[src/rtl/bp_pkg.sv]
// Shared definitions for the branch predictor: derived widths, counter
// initial values and width-parametrised saturating arithmetic helpers.
package bp_pkg;

  // Number of index bits for a direct-mapped table of the given depth.
  function automatic int idx_w(input int entries);
    return $clog2(entries);
  endfunction

  // Tag width: PC bits left above the index field and the ignored byte offset.
  function automatic int tag_w(input int addr_w, input int entries);
    return addr_w - $clog2(entries) - 2;
  endfunction

  // Weakly not-taken: largest value whose MSB is still clear.
  function automatic int init_nt(input int ctr_w);
    return (1 << (ctr_w - 1)) - 1;
  endfunction

  // Weakly taken: smallest value whose MSB is set.
  function automatic int init_t(input int ctr_w);
    return 1 << (ctr_w - 1);
  endfunction

  // Saturating increment of a w-bit value carried in a 32-bit container.
  function automatic logic [31:0] sat_inc(input logic [31:0] v, input int w);
    logic [31:0] lim;
    lim = (w >= 32) ? 32'hFFFF_FFFF : ((32'd1 << w) - 32'd1);
    return (v >= lim) ? lim : (v + 32'd1);
  endfunction

  // Saturating decrement of a w-bit value; holds at zero.
  function automatic logic [31:0] sat_dec(input logic [31:0] v, input int w);
    logic [31:0] unusedWidth;
    unusedWidth = 32'(w);
    return (v == 32'd0) ? 32'd0 : (v - 32'd1);
  endfunction

endpackage

[src/rtl/bp_table.sv]
// Direct-mapped BTB entry array: valid/tag/target/counter per entry, two
// combinational read ports (IF lookup and resolution evaluation) and one
// synchronous write port. Reset and clear both invalidate every entry.
module bp_table
  import bp_pkg::*;
#(
  parameter  int ENTRIES = 16,
  parameter  int CTR_W   = 2,
  parameter  int ADDR_W  = 32,
  localparam int IDX_W   = idx_w(ENTRIES),
  localparam int TAG_W   = tag_w(ADDR_W, ENTRIES)
) (
  input  logic              clk_i,
  input  logic              rst_n,
  input  logic              i_clear,
  // lookup port driven by the IF-stage PC
  input  logic [IDX_W-1:0]  i_lkIdx,
  input  logic [TAG_W-1:0]  i_lkTag,
  output logic              o_lkHit,
  output logic [CTR_W-1:0]  o_lkCtr,
  output logic [ADDR_W-1:0] o_lkTarget,
  // evaluation port driven by the resolved-branch PC
  input  logic [IDX_W-1:0]  i_evIdx,
  input  logic [TAG_W-1:0]  i_evTag,
  output logic              o_evHit,
  output logic [CTR_W-1:0]  o_evCtr,
  output logic [ADDR_W-1:0] o_evTarget,
  // write port
  input  logic              i_wrEn,
  input  logic [IDX_W-1:0]  i_wrIdx,
  input  logic [TAG_W-1:0]  i_wrTag,
  input  logic [ADDR_W-1:0] i_wrTarget,
  input  logic [CTR_W-1:0]  i_wrCtr
);

  localparam logic [CTR_W-1:0] INIT_NT_V = CTR_W'(init_nt(CTR_W));

  logic              r_valid  [ENTRIES];
  logic [TAG_W-1:0]  r_tag    [ENTRIES];
  logic [ADDR_W-1:0] r_target [ENTRIES];
  logic [CTR_W-1:0]  r_ctr    [ENTRIES];

  // Valid bits and counters: reset/clear take priority over any write.
  always_ff @(posedge clk_i) begin
    if (!rst_n || i_clear) begin
      for (int i = 0; i < ENTRIES; i++) begin
        r_valid[i] <= 1'b0;
        r_ctr[i]   <= INIT_NT_V;
      end
    end else if (i_wrEn) begin
      r_valid[i_wrIdx] <= 1'b1;
      r_ctr[i_wrIdx]   <= i_wrCtr;
    end
  end

  // Tags and targets carry no reset; they are meaningless while invalid.
  always_ff @(posedge clk_i) begin
    if (i_wrEn) begin
      r_tag[i_wrIdx]    <= i_wrTag;
      r_target[i_wrIdx] <= i_wrTarget;
    end
  end

  assign o_lkHit    = r_valid[i_lkIdx] && (r_tag[i_lkIdx] == i_lkTag);
  assign o_lkCtr    = r_ctr[i_lkIdx];
  assign o_lkTarget = r_target[i_lkIdx];

  assign o_evHit    = r_valid[i_evIdx] && (r_tag[i_evIdx] == i_evTag);
  assign o_evCtr    = r_ctr[i_evIdx];
  assign o_evTarget = r_target[i_evIdx];

endmodule

[src/rtl/branch_predictor_btb.sv]
// Dynamic branch predictor top level: combinational next-PC prediction for
// the IF stage, mispredict detection and training policy for the
// resolution stage, plus saturating update/mispredict statistics.
module branch_predictor_btb
  import bp_pkg::*;
#(
  parameter int ENTRIES = 16,
  parameter int CTR_W   = 2,
  parameter int ADDR_W  = 32,
  parameter int CNT_W   = 16
) (
  input  logic              clk_i,
  input  logic              rst_n,
  input  logic [ADDR_W-1:0] if_pc_i,
  output logic              pred_hit_o,
  output logic              pred_taken_o,
  output logic [ADDR_W-1:0] pred_target_o,
  input  logic              upd_valid_i,
  input  logic [ADDR_W-1:0] upd_pc_i,
  input  logic              upd_taken_i,
  input  logic [ADDR_W-1:0] upd_target_i,
  input  logic              clear_i,
  output logic              mispredict_o,
  output logic [CNT_W-1:0]  upd_count_o,
  output logic [CNT_W-1:0]  miss_count_o
);

  localparam int IDX_W = idx_w(ENTRIES);
  localparam int TAG_W = tag_w(ADDR_W, ENTRIES);
  localparam logic [CTR_W-1:0] INIT_T_V = CTR_W'(init_t(CTR_W));

  logic [IDX_W-1:0]  w_lkIdx, w_evIdx;
  logic [TAG_W-1:0]  w_lkTag, w_evTag;
  logic              w_lkHit, w_evHit;
  logic [CTR_W-1:0]  w_lkCtr, w_evCtr;
  logic [ADDR_W-1:0] w_lkTarget, w_evTarget;
  logic              w_evTaken;
  logic              w_wrEn;
  logic [CTR_W-1:0]  w_wrCtr;
  logic [ADDR_W-1:0] w_wrTarget;
  logic              w_unused;
  logic [CNT_W-1:0]  r_updCount, r_missCount;

  // Byte-offset bits never take part in indexing or tagging.
  assign w_unused = ^{if_pc_i[1:0], upd_pc_i[1:0]};

  assign w_lkIdx = if_pc_i[IDX_W+1:2];
  assign w_lkTag = if_pc_i[ADDR_W-1:IDX_W+2];
  assign w_evIdx = upd_pc_i[IDX_W+1:2];
  assign w_evTag = upd_pc_i[ADDR_W-1:IDX_W+2];

  bp_table #(
    .ENTRIES (ENTRIES),
    .CTR_W   (CTR_W),
    .ADDR_W  (ADDR_W)
  ) u_table (
    .clk_i      (clk_i),
    .rst_n      (rst_n),
    .i_clear    (clear_i),
    .i_lkIdx    (w_lkIdx),
    .i_lkTag    (w_lkTag),
    .o_lkHit    (w_lkHit),
    .o_lkCtr    (w_lkCtr),
    .o_lkTarget (w_lkTarget),
    .i_evIdx    (w_evIdx),
    .i_evTag    (w_evTag),
    .o_evHit    (w_evHit),
    .o_evCtr    (w_evCtr),
    .o_evTarget (w_evTarget),
    .i_wrEn     (w_wrEn),
    .i_wrIdx    (w_evIdx),
    .i_wrTag    (w_evTag),
    .i_wrTarget (w_wrTarget),
    .i_wrCtr    (w_wrCtr)
  );

  assign pred_hit_o    = w_lkHit;
  assign pred_taken_o  = w_lkHit && w_lkCtr[CTR_W-1];
  assign pred_target_o = w_lkHit ? w_lkTarget : '0;

  // The resolved branch is judged against what the table would predict now.
  assign w_evTaken    = w_evHit && w_evCtr[CTR_W-1];
  assign mispredict_o = upd_valid_i &&
                        ((w_evTaken != upd_taken_i) ||
                         (upd_taken_i && w_evTaken && (w_evTarget != upd_target_i)));

  // Training policy: hits move the counter, taken misses allocate, a clear drops the write.
  always_comb begin
    w_wrEn     = 1'b0;
    w_wrCtr    = w_evCtr;
    w_wrTarget = w_evTarget;
    if (upd_valid_i && !clear_i) begin
      if (w_evHit) begin
        w_wrEn = 1'b1;
        if (upd_taken_i) begin
          w_wrCtr    = CTR_W'(sat_inc(32'(w_evCtr), CTR_W));
          w_wrTarget = upd_target_i;
        end else begin
          w_wrCtr    = CTR_W'(sat_dec(32'(w_evCtr), CTR_W));
        end
      end else if (upd_taken_i) begin
        w_wrEn     = 1'b1;
        w_wrCtr    = INIT_T_V;
        w_wrTarget = upd_target_i;
      end
    end
  end

  // Statistics saturate at all-ones and survive a clear, but not a reset.
  always_ff @(posedge clk_i) begin
    if (!rst_n) begin
      r_updCount  <= '0;
      r_missCount <= '0;
    end else begin
      if (upd_valid_i && (r_updCount != '1)) begin
        r_updCount <= r_updCount + 1'b1;
      end
      if (mispredict_o && (r_missCount != '1)) begin
        r_missCount <= r_missCount + 1'b1;
      end
    end
  end

  assign upd_count_o  = r_updCount;
  assign miss_count_o = r_missCount;

endmodule

[config.mk]
export PLATFORM = sky130hd
export DESIGN_NAME = branch_predictor_btb
export DESIGN_NICKNAME = d
export VERILOG_FILES = /design/src/rtl/bp_pkg.sv /design/src/rtl/bp_table.sv /design/src/rtl/branch_predictor_btb.sv
export SDC_FILE = /design/constraint.sdc
export NUM_CORES = 1
export LEC_CHECK = 0
export CAP_MARGIN = 20
export CORE_MARGIN = 1.5
export CORE_UTILIZATION = 30
export DETAILED_ROUTE_END_ITERATION = 8
export PLACE_DENSITY = 0.55
export SLEW_MARGIN = 5
export SYNTH_ARGS = -nofsm -noshare
export SYNTH_HDL_FRONTEND = slang
export SYNTH_HIERARCHICAL = 1
export SYNTH_SLANG_ARGS = --single-unit
[constraint.sdc]
create_clock -name clk_i -period 13.32 [get_ports clk_i]
set_input_delay 1.332 -clock clk_i [delete_from_list [all_inputs] [get_ports clk_i]]
set_output_delay 1.332 -clock clk_i [all_outputs]
set_load 0.01 [all_outputs]
==> metrics.md, run 1 <==
| Metric | Value |
|---|---|
| Worst path top cell family by delay | buffers and inverters |
| Status | finished clean |
| Worst path max stage delay | around 0.90 ns |
| Tcrit/Tclk final | 67.3% |
| Post-CTS Resized | 0 |
| Crit-path slowest cell | a2111oi_2 |
| Total die area | around 160000 µm² |
| Setup bufs post-CTS | 0 |
| Crit-path cells | buf_8 > buf_4 > mux4_2 > mux4_2 > xnor2_1 > nand4_1 > a221o_1 > a2111oi_2 > and2_1 > ha_1 > o21ai_1 > a21boi_1 > clkdlybuf4s50_1 |
| Detail Route met3 WL | roughly 9 mm |
| WL/cell | 28.4 µm |
| Max FO, Critical Path | 66 |
| Clk pin slew, worst setup/hold paths | approximately 0.060 ns |
| WHS Path Cells | 1 |
| Max-slew violations | 0 |
| Gpl congestion | between 0.8 and 0.9 |
| CTS Hold Bufs | 0 |
| Total power | just over 0.007 W |
| WP data arrival | about 7.6 ns |
| Cell count after placement | approximately 4800 |
| Max-Slew Margin vs Limit | between 30% and 40% |
| MaxCap Viol Count | 0 |
| Die height | 405 µm |
| Io pins | approximately 170 |
| Number of antenna violations at the first check in global routing | 15 |
| Starting Density | ~30% |
| Final wirelength | between 100 and 150 mm |
| Mapped Area | between 40000 and 50000 µm² |
| Mapped Cells | roughly 2600 |
| Most frequent CP cell | mux4_2 |
| Iteration-0 DRC Markers | 2636 |
| Vias/cell | approximately 5.4 |
| CTS tree | done |
| First-pass GRT wire length | between 200 and 250 mm |
| Total negative slack | 0 ns |
| Fin cells | ~5000 |
| Rows | between 100 and 150 |
| Clock latency at the later pin of the worst-skew pair | around 0.7 ns |
| Vias in the first global route | 27712 |
| F_max | ~110 MHz |
| Final #Nets | around 2800 |
| Clock Path Buffers | 3 |
| Tightest Pin Transition | around 1 ns |
| Root buffer cell | clkbuf_16 |
| Crit end category | output port |
| RSZ-0062 raised after global routing | false |
| Final Hold Fails | 0 |
| Setup Skew | approximately 0.031 ns |
| Hold WC Path Type | flip-flop to flip-flop |
| Gr ovfl total | 0 |
| Top Metal Used | met5 |
| Crit path buf inv count | 3 |
| Largest net degree at the start of global routing | around 110 |
| CTS Buf Count | 105 |
| Fin Hold WS | 0.491 ns |
| Placeable Area | roughly 160000 µm² |
| Wire length on met2 | between 60 and 70 mm |
| First-pass DRT Iterations | 5 |
| Vias | 27091 |
| Clock sinks | around 1000 |
| Period minus WS final | around 9.0 ns |
| Layout cell share with drive strength beyond 1 | roughly 28% |
| ANT nets after route | 0 |
| Critical path class | primary input to output port |
| Syn Nets | 2678 |
| Setup violations, final | 0 |
| Crit. path cell count | 13 |
| HPWL after DPL | around 83 mm |
| Synthesis Warnings | 6 |
| M1 WL | between 60 and 70 mm |
| Mapped Avg Cell Area | between 15 and 20 µm² |
| PortBufs | 163 |
| Die W | approximately 400 µm |
| DR DRC count | 0 |
| H-tree depth | 3 |
| Leak | roughly 17 nW |
| Area grow syn2layout | 15.2% |
| R2R cell count | 11 |
| Overall Global Routing Usage | between 15 and 20% |
| CP Launch Type | primary input |
| Power Dens Cells | between 100 and 150 nW/µm² |
| Crit path required time | 11.99 ns |
| Max VDD drop | between 0.1 and 0.15 mV |
-- flip-flops by register name (all words and copies together) (netlist names) --
signal,cells
u_table/r_valid,16
u_table/r_ctr,32
u_table/r_tag,416
upd_count_o,16
miss_count_o,16
u_table/r_target,512
-- path summary, 6_finish.rpt --
path / from / to / slack (ns)
worst min-delay path: u_table/r_valid[0] / u_table/r_valid[0] / 0.49
worst max-delay path: upd_pc_i[2] / mispredict_o / 4.36
worst max register to register: u_table/r_tag[15][0] / u_table/r_tag[11][16] / 6.83
worst min register to register: u_table/r_valid[0] / u_table/r_valid[0] / 0.49
-- routing by layer --
metal  vias to the layer above  GRT usage, %
met2                      1030          28.7
met1                     14601          23.6
met3                       181          2.72
met5                         -             0
met4                        10          3.83
li1                      11269             -
-- where the power goes --
group | switching, W | leakage (nW) | total (W) | internal [W]
combinational | 0.000369 | 6.49 | 0.000627 | 0.000259
sequential | 0.00000883 | 9.03 | 0.00353 | 0.00352
clock | 0.00125 | 1.62 | 0.00288 | 0.00164
-- placed cells by master (no fill, tap or decap), drive strengths merged, types with 7 or more instances in the layout --
| cell | instances |
|---|---|
| mux2i | 97 |
| nand3 | 26 |
| o2111ai | 8 |
| o211ai | 8 |
| nand2 | 104 |
| a22oi | 16 |
| buf | 69 |
| dfxtp | 48 |
| mux2 | 47 |
| a31oi | 10 |
| xor2 | 56 |
| bufinv | 7 |
| nor4 | 11 |
| a211oi | 15 |
| clkbuf | 136 |
| nor2 | 91 |
| xnor2 | 36 |
| nand4 | 21 |
| o21ai | 54 |
| o22ai | 21 |
| o21a | 23 |
| a21oi | 34 |
| mux4 | 525 |
| clkdlybuf4s50 | 155 |
| or3 | 7 |
| edfxtp | 960 |
| nor3 | 28 |
| inv | 31 |
| clkinv | 48 |
| nor2b | 12 |
| and2 | 42 |
| nand2b | 12 |
| and3 | 7 |
-- through the flow --
stage | utilization (%) | setup WS, ns | area, µm²
after CTS | 34.8 | 4.27 | 55800
final | 34.8 | 4.36 | 55800
after detailed placement | 32.7 | 4.25 | 52500
after floorplan | - | 4.52 | 48500
after global placement | 32.7 | 4.25 | 52500
after global routing | 34.8 | 4.10 | 55800
-- final cells by class --
class,instances,area (µm²)
Antenna cell,2,5.00
Clock buffer,136,2850
Clock inverter,60,464
Fill cell,15138,105000
Inverter,30,120
Multi-Input combinational cell,1369,17800
Sequential cell,1008,29800
Tap cell,2160,2700
Timing Repair Buffer,224,2140
No activity file was read; power rests on OpenSTA's default activity.
==> run 2: changes to the inputs <==
- PLACE_DENSITY: 0.55 -> 0.56
- clock period: 13.32 -> 7.9 ns (I/O delays scaled with it)
==> metrics.md, run 2 (synthesis results as in run 1) <==
| Metric | Value |
|---|---|
| Status | finished clean |
| Starting Density | 30.2% |
| WP data arrival | ~5.8 ns |
| Max reg flops | between 500 and 600 |
| RSZ-0062 raised after global routing | false |
| Commonest non-fill, non-tap cells in the layout | edfxtp_1 (960), mux4_2 (525), clkdlybuf4s50_1 (155) |
| ANT nets after route | 0 |
| CP Launch Type | primary input |
| Final worst setup slack | 1.32 ns |
| Total power | 0.0119 W |
| Io pins | 168 |
| Layout cell share with drive strength beyond 1 | between 20% and 30% |
| Clock sinks | a little over 1000 |
| Crit path required time | 7.11 ns |
| Iteration-0 DRC Markers | 2421 |
| Rows | ~150 |
| Placeable Area | about 160000 µm² |
| Cell count after placement | just under 5000 |
| Final Hold Fails | 0 |
| CTS tree | done |
| Biggest registers after layout | u_table/r_target: 512 flops, u_table/r_tag: 416 flops, u_table/r_ctr: 32 flops |
| Setup bufs post-CTS | 0 |
| Tcrit/Tclk final | 83.4% |
| Biggest register | u_table/r_target |
| Post-layout util | 35.0% |
| H-tree depth | 3 |
| Largest net degree at the start of global routing | 78 |
| Final wirelength | about 140 mm |
| Final #Nets | about 2900 |
| Clock latency at the later pin of the worst-skew pair | 0.70 ns |
| Tightest Pin Transition | 1.00 ns |
| Setup Skew | 0.0277 ns |
| Overall Global Routing Usage | between 15 and 20% |
| HPWL after DPL | roughly 85 mm |
| Power Dens Cells | approximately 210 nW/µm² |
| Critical path class | primary input to output port |
| Gpl congestion | 0.893 |
| Gr ovfl total | 0 |
| Total die area | roughly 160000 µm² |
| Setup violations, final | 0 |
| Dpl ws | ~1.3 ns |
| Die W | roughly 400 µm |
| WHS Path Cells | 1 |
| Leading cell type in the layout, fill and taps excluded | edfxtp_1 |
| Area grow syn2layout | 16.0% |
| Max-slew violations | 0 |
| Clock Path Buffers | 3 |
| Clk pin slew, worst setup/hold paths | approximately 0.060 ns |
| Max FO, Critical Path | 54 |
| PortBufs | 163 |
| Post-CTS Resized | 0 |
| Root buffer cell | clkbuf_16 |
| Vias in the first global route | approximately 28000 |
| Max-Slew Margin vs Limit | about 33% |
| Period minus WS final | roughly 6.6 ns |
| Hold WC Path Type | flip-flop to flip-flop |
| Leak | 17.3 nW |
| Die height | approximately 400 µm |
| WL/cell | between 20 and 30 µm |
| Vias | around 27000 |
| R2R cell count | 12 |
| Fin cells | between 5000 and 6000 |
| First-pass DRT Iterations | 7 |
| MaxCap Viol Count | 0 |
| Total negative slack | 0 ns |
| CTS Hold Bufs | 0 |
| Max VDD drop | 0.179 mV |
| CTS Buf Count | just over 100 |
| F_max | between 150 and 200 MHz |
| DR DRC count | 0 |
| Vias/cell | between 5 and 6 |
| First-pass GRT wire length | about 200 mm |
| Number of antenna violations at the first check in global routing | 10 |
| Crit end category | output port |
-- run 2: final cells by class --
cell class,count,area (µm²)
antenna,2,5.00
inverter,30,120
fill,15169,104000
multi-input combinational,1369,17800
tap,2160,2700
sequential,1008,29800
timing repair buffer,242,2460
clock buffer,126,2710
clock inverter,64,629
-- run 2: path summary, 6_finish.rpt --
check / from / to / slack [ns]
max: upd_pc_i[2] / mispredict_o / 1.32
min: u_table/r_valid[14] / u_table/r_valid[14] / 0.48
max reg2reg: u_table/r_tag[15][0] / u_table/r_target[0][14] / 2.53
min reg2reg: u_table/r_valid[14] / u_table/r_valid[14] / 0.48
-- run 2: through the flow --
step,area (µm²),hold WS [ns]
global placement,52900,0.460
finish,56200,0.483
global route,56200,0.508
detailed placement,52900,0.466
CTS,56200,0.480
floorplan,48500,0.452
-- run 2: worst max-delay path: stages --
cell and delay (ns):
buf_8 0.47, mux4_2 0.60, mux4_2 0.50, xnor2_1 0.64
nand4_1 0.19, a221o_1 0.37, a2111oi_2 0.36, buf_4 0.23
and2_1 0.30, ha_1 0.41, inv_1 0.17, a21boi_1 0.15
clkdlybuf4s50_1 0.55
-- run 2: power breakdown --
part	internal [W]	switching, W	leakage [nW]
clock	0.00285	0.00206	1.63
sequential	0.00594	0.0000152	9.03
combinational	0.000441	0.000625	6.64
total	0.00923	0.00270	17.3
-- run 2: routing by layer --
metal	routed length, µm	global-route usage, %	up-vias
met1	59400	23.5	14589
li1	-	-	11291
met5	51	0	-
met4	3760	4.60	8
met2	67200	27.4	1019
met3	10000	3.45	191
==> edit 1 (config.mk and constraints of run 2) <==
`ADDR_W` is set to 32 in 2 places; all go to 16.
--- a/src/rtl/bp_table.sv
+++ b/src/rtl/bp_table.sv
@@ -7,5 +7,5 @@
   parameter  int ENTRIES = 16,
   parameter  int CTR_W   = 2,
-  parameter  int ADDR_W  = 32,
+  parameter  int ADDR_W  = 16,
   localparam int IDX_W   = idx_w(ENTRIES),
   localparam int TAG_W   = tag_w(ADDR_W, ENTRIES)
--- a/src/rtl/branch_predictor_btb.sv
+++ b/src/rtl/branch_predictor_btb.sv
@@ -7,5 +7,5 @@
   parameter int ENTRIES = 16,
   parameter int CTR_W   = 2,
-  parameter int ADDR_W  = 32,
+  parameter int ADDR_W  = 16,
   parameter int CNT_W   = 16
 ) (
Ports: changed (resized if_pc_i, pred_target_o, upd_pc_i and upd_target_i); port bits go from 168 to 104. No check against the original RTL was run, so the function may have changed too.
==> edit 1 against run 2 <==
Via count fell by 49%; core utilization rose by 0.52 points; setup slack improved by 0.52 ns; sequential cell count fell by 512; global-route usage fell by 0.85 points; wire length fell by 53%; clock skew rose by 0.041 ns; maximum frequency rose by 8.6%; design area fell by 50%; sequential share of layout area fell by 1.8 points; non-clock buffer count fell by 103; power fell by 49%; area after synthesis fell by 50%; critical path type unchanged; largest cell class unchanged; highest routed layer unchanged.
==> edit 1: results <==
{
  "status": "complete, no violations",
  "drive_above_1_share_pct": 29.0,
  "grt_use_met1_pct": 21.9,
  "worst_slack_ns": 1.84,
  "p_leak_uw": 0.00874,
  "worst_ir_drop_vdd_uv": 187,
  "antenna_found_initial": 2,
  "vias": 13800,
  "slowest_stage": "buf_6",
  "grt-busiest-layer": "met2",
  "hpwl_mm": 39.5,
  "use_met3_pct": 2.59,
  "first_global_vias": 14300,
  "worst-path-max-fanout": 59,
  "track_usage_pct": 16.2,
  "cap_violations": 0,
  "cts-buffers-inserted": 55,
  "place.gp.congestion": 0.788,
  "clk_pin_slew_ns": 0.06,
  "max_stage_delay_ns": 0.64,
  "power_frac_clock_pct": 43.7,
  "cts_resized": 0,
  "pre_cts_slack_ns": 1.36,
  "grt_util_met2_pct": 27.3,
  "nets": 1498,
  "grt_pass1_wl_mm": 97.6,
  "netSwitchingFraction_pct": 22.9,
  "initialDrtViolationCount": 1451,
  "portBuffers": 99,
  "cts_max_level": 2,
  "p_comb_share_pct": 8.1,
  "clock_skew_ns": 0.0685,
  "diodes": 0,
  "met2WireLength_mm": 33.3,
  "critPathArrivalTime_ns": 5.27,
  "worst_pin_slew_ns": 1.06,
  "top_regs": "u_table/r_target x256, u_table/r_tag x160, u_table/r_ctr x32",
  "grt_max_degree": 60,
  "final-setup-viol-count": 0,
  "syn-num-nets": 1388,
  "wl_met1_mm": 27.6,
  "insertion_delay_ns": 0.65,
  "routed_wl_mm": 66.3,
  "yosys_warnings": 6,
  "met3_length_mm": 4.04,
  "root_buffer": "clkbuf_16",
  "regToRegSetupSlack_ns": 2.91
}
-- edit 1: layout make-up --
type                    instances  area, µm²
fillers                      7442      51000
flip-flops and latches        496      14400
multi-input cells             734       9140
clock buffers                  61       1400
repair buffers                139       1340
well taps                    1050       1310
clock inverters                42        465
inverters                      16       60.1
-- edit 1: worst paths after layout --
kind / cells past startpoint / startpoint / end
max: 14 / upd_pc_i[2] / mispredict_o
min: 1 / u_table/r_valid[5] / u_table/r_valid[5]
max reg2reg: 12 / u_table/r_tag[12][9] / u_table/r_target[14][6]
min reg2reg: 1 / u_table/r_valid[5] / u_table/r_valid[5]
-- edit 1: stage by stage --
| step | area (µm²) | power, µW | instances | hold slack, ns |
|---|---|---|---|---|
| final | 28100 | 6050 | 2538 | 0.488 |
| after global routing | 28100 | 6230 | 2538 | 0.514 |
| after CTS | 28100 | 6100 | 2538 | 0.489 |
| after detailed placement | 26300 | 3470 | 2435 | 0.472 |
| after global placement | 26300 | 3460 | 2435 | 0.458 |
| after floorplan | 24000 | 3300 | 1332 | 0.452 |
==> edit 2 (settings of run 2) <==
Made on the original files. Make the reset (`rst_n`) asynchronous in one clocked block. Comments in the files are not updated.
--- a/src/rtl/branch_predictor_btb.sv
+++ b/src/rtl/branch_predictor_btb.sv
@@ -108,5 +108,5 @@
 
   // Statistics saturate at all-ones and survive a clear, but not a reset.
-  always_ff @(posedge clk_i) begin
+  always_ff @(posedge clk_i or negedge rst_n) begin
     if (!rst_n) begin
       r_updCount  <= '0;
Behaviour: not the same (Yosys sat finds a counterexample within 4 cycles, from zero or initial values and one cycle with rst_n low; the reset may be asserted at any time).
==> edit 2 against run 2 <==
Sequential power is 1% higher; sequential cell count is the same; worst hold slack hardly changed; wire length down 0.31%; clock skew up 0.0051 ns; design area about the same; setup slack improved by 0.26 ns; count of clock-buffer cells in the layout is 1 higher; register-to-register slack better by 0.24 ns; area after synthesis decreased by 0.32%; power up 1.4%; combinational power rose by 10%; non-clock buffer count increased by 11; critical endpoint is now pred_target_o[11].
==> edit 2: results <==
{
  "instances_no_fill": 4955,
  "portBuffers": 163,
  "max_stage_delay_ns": 0.81,
  "grt_use_met1_pct": 23.7,
  "grt_pass1_wl_mm": 200,
  "antenna_found_initial": 11,
  "r2r_cells": 11,
  "worst-path-max-fanout": 46,
  "vias": 26800,
  "syn-num-nets": 2614,
  "hold_path.startpoint": "u_table/r_valid[1]",
  "top_regs": "u_table/r_target x512, u_table/r_tag x416, u_table/r_ctr x32",
  "yosys_warnings": 6,
  "status": "complete, no violations",
  "cts_setup_buffers": 0,
  "first_pass_iters": 6,
  "cp_top_family": "compound AO/OA/AOI/OAI gates",
  "clk_pin_slew_ns": 0.06,
  "p_leak_uw": 0.0174,
  "syn_inst": 2510,
  "root_buffer": "clkbuf_16",
  "placed_area_um2": 52800,
  "dp_cells": 4758,
  "holdPathStages": 1,
  "critPathArrivalTime_ns": 5.53,
  "regToRegSetupSlack_ns": 2.77,
  "insertion_delay_ns": 0.71,
  "cts_resized": 0,
  "place.gp.congestion": 0.897,
  "grt_max_degree": 91,
  "hp-class": "reg -> reg",
  "slowest_stage": "and4_2",
  "pre_cts_slack_ns": 1.53,
  "grt_util_met2_pct": 27.8,
  "first_global_vias": 27500,
  "hpwl_mm": 81.2,
  "r2r_start": "u_table/r_tag[5][22]",
  "cts-buffers-inserted": 106,
  "worst_pin_slew_ns": 0.998,
  "initialDrtViolationCount": 2793,
  "worst_ir_drop_vdd_uv": 164,
  "drive_above_1_share_pct": 31.0,
  "drt-wirelength-per-cell_um": 28.2,
  "track_usage_pct": 17.0,
  "cts_max_level": 3,
  "clock_skew_ns": 0.0328,
  "nFillCells": 15000,
  "rr_endpoint": "u_table/r_tag[4][9]",
  "use_met3_pct": 2.73,
  "min_to": "u_table/r_valid[1]",
  "clk_path_buf_depth": 3,
  "nets": 2810
}
## edit 2: routing by layer
layer	vias up	part of all wire, %
met5	-	0.034
li1	11100	-
met3	180	6.7
met1	14500	43
met2	1082	49
met4	6	1.9
## edit 2: area by class of cell
cell class | instances | area (µm²) | share of cell area, %
Sequential cell | 1008 | 29900 | 53.3
Multi-Input combinational cell | 1311 | 17500 | 31.1
Clock buffer | 127 | 2750 | 4.90
Antenna cell | 3 | 7.51 | 0.0134
Clock inverter | 67 | 578 | 1.03
Inverter | 26 | 105 | 0.187
Timing Repair Buffer | 253 | 2620 | 4.66
Tap cell | 2160 | 2700 | 4.81
## edit 2: how the worst max path moves through the flow
stage                           start             endpoint  slack [ns]  cells after the start
after floorplan           upd_pc_i[3]  u_table/r_tag[5][0]        1.40                     14
after CTS                 upd_pc_i[2]         mispredict_o        1.53                     15
final                      if_pc_i[2]    pred_target_o[11]        1.58                     13
after global routing       if_pc_i[2]         pred_taken_o        1.34                     12
after detailed placement  upd_pc_i[2]         mispredict_o        1.53                     14
after global placement    upd_pc_i[2]         mispredict_o        1.57                     15
## edit 2: where the power goes
group	total, µW	internal [µW]	switching [µW]
clock	4890	2770	2110
sequential	6030	5970	56.2
combinational	1180	529	652
## edit 2: metrics by stage
| stage | power [µW] | hold slack [ns] |
|---|---|---|
| 2_1_floorplan | 6860 | 0.452 |
| 3_3_place_gp | 7320 | 0.460 |
| 3_5_place_dp | 7330 | 0.469 |
| 4_1_cts | 12200 | 0.444 |
| 5_1_grt | 12500 | 0.495 |
| 6_report | 12100 | 0.483 |
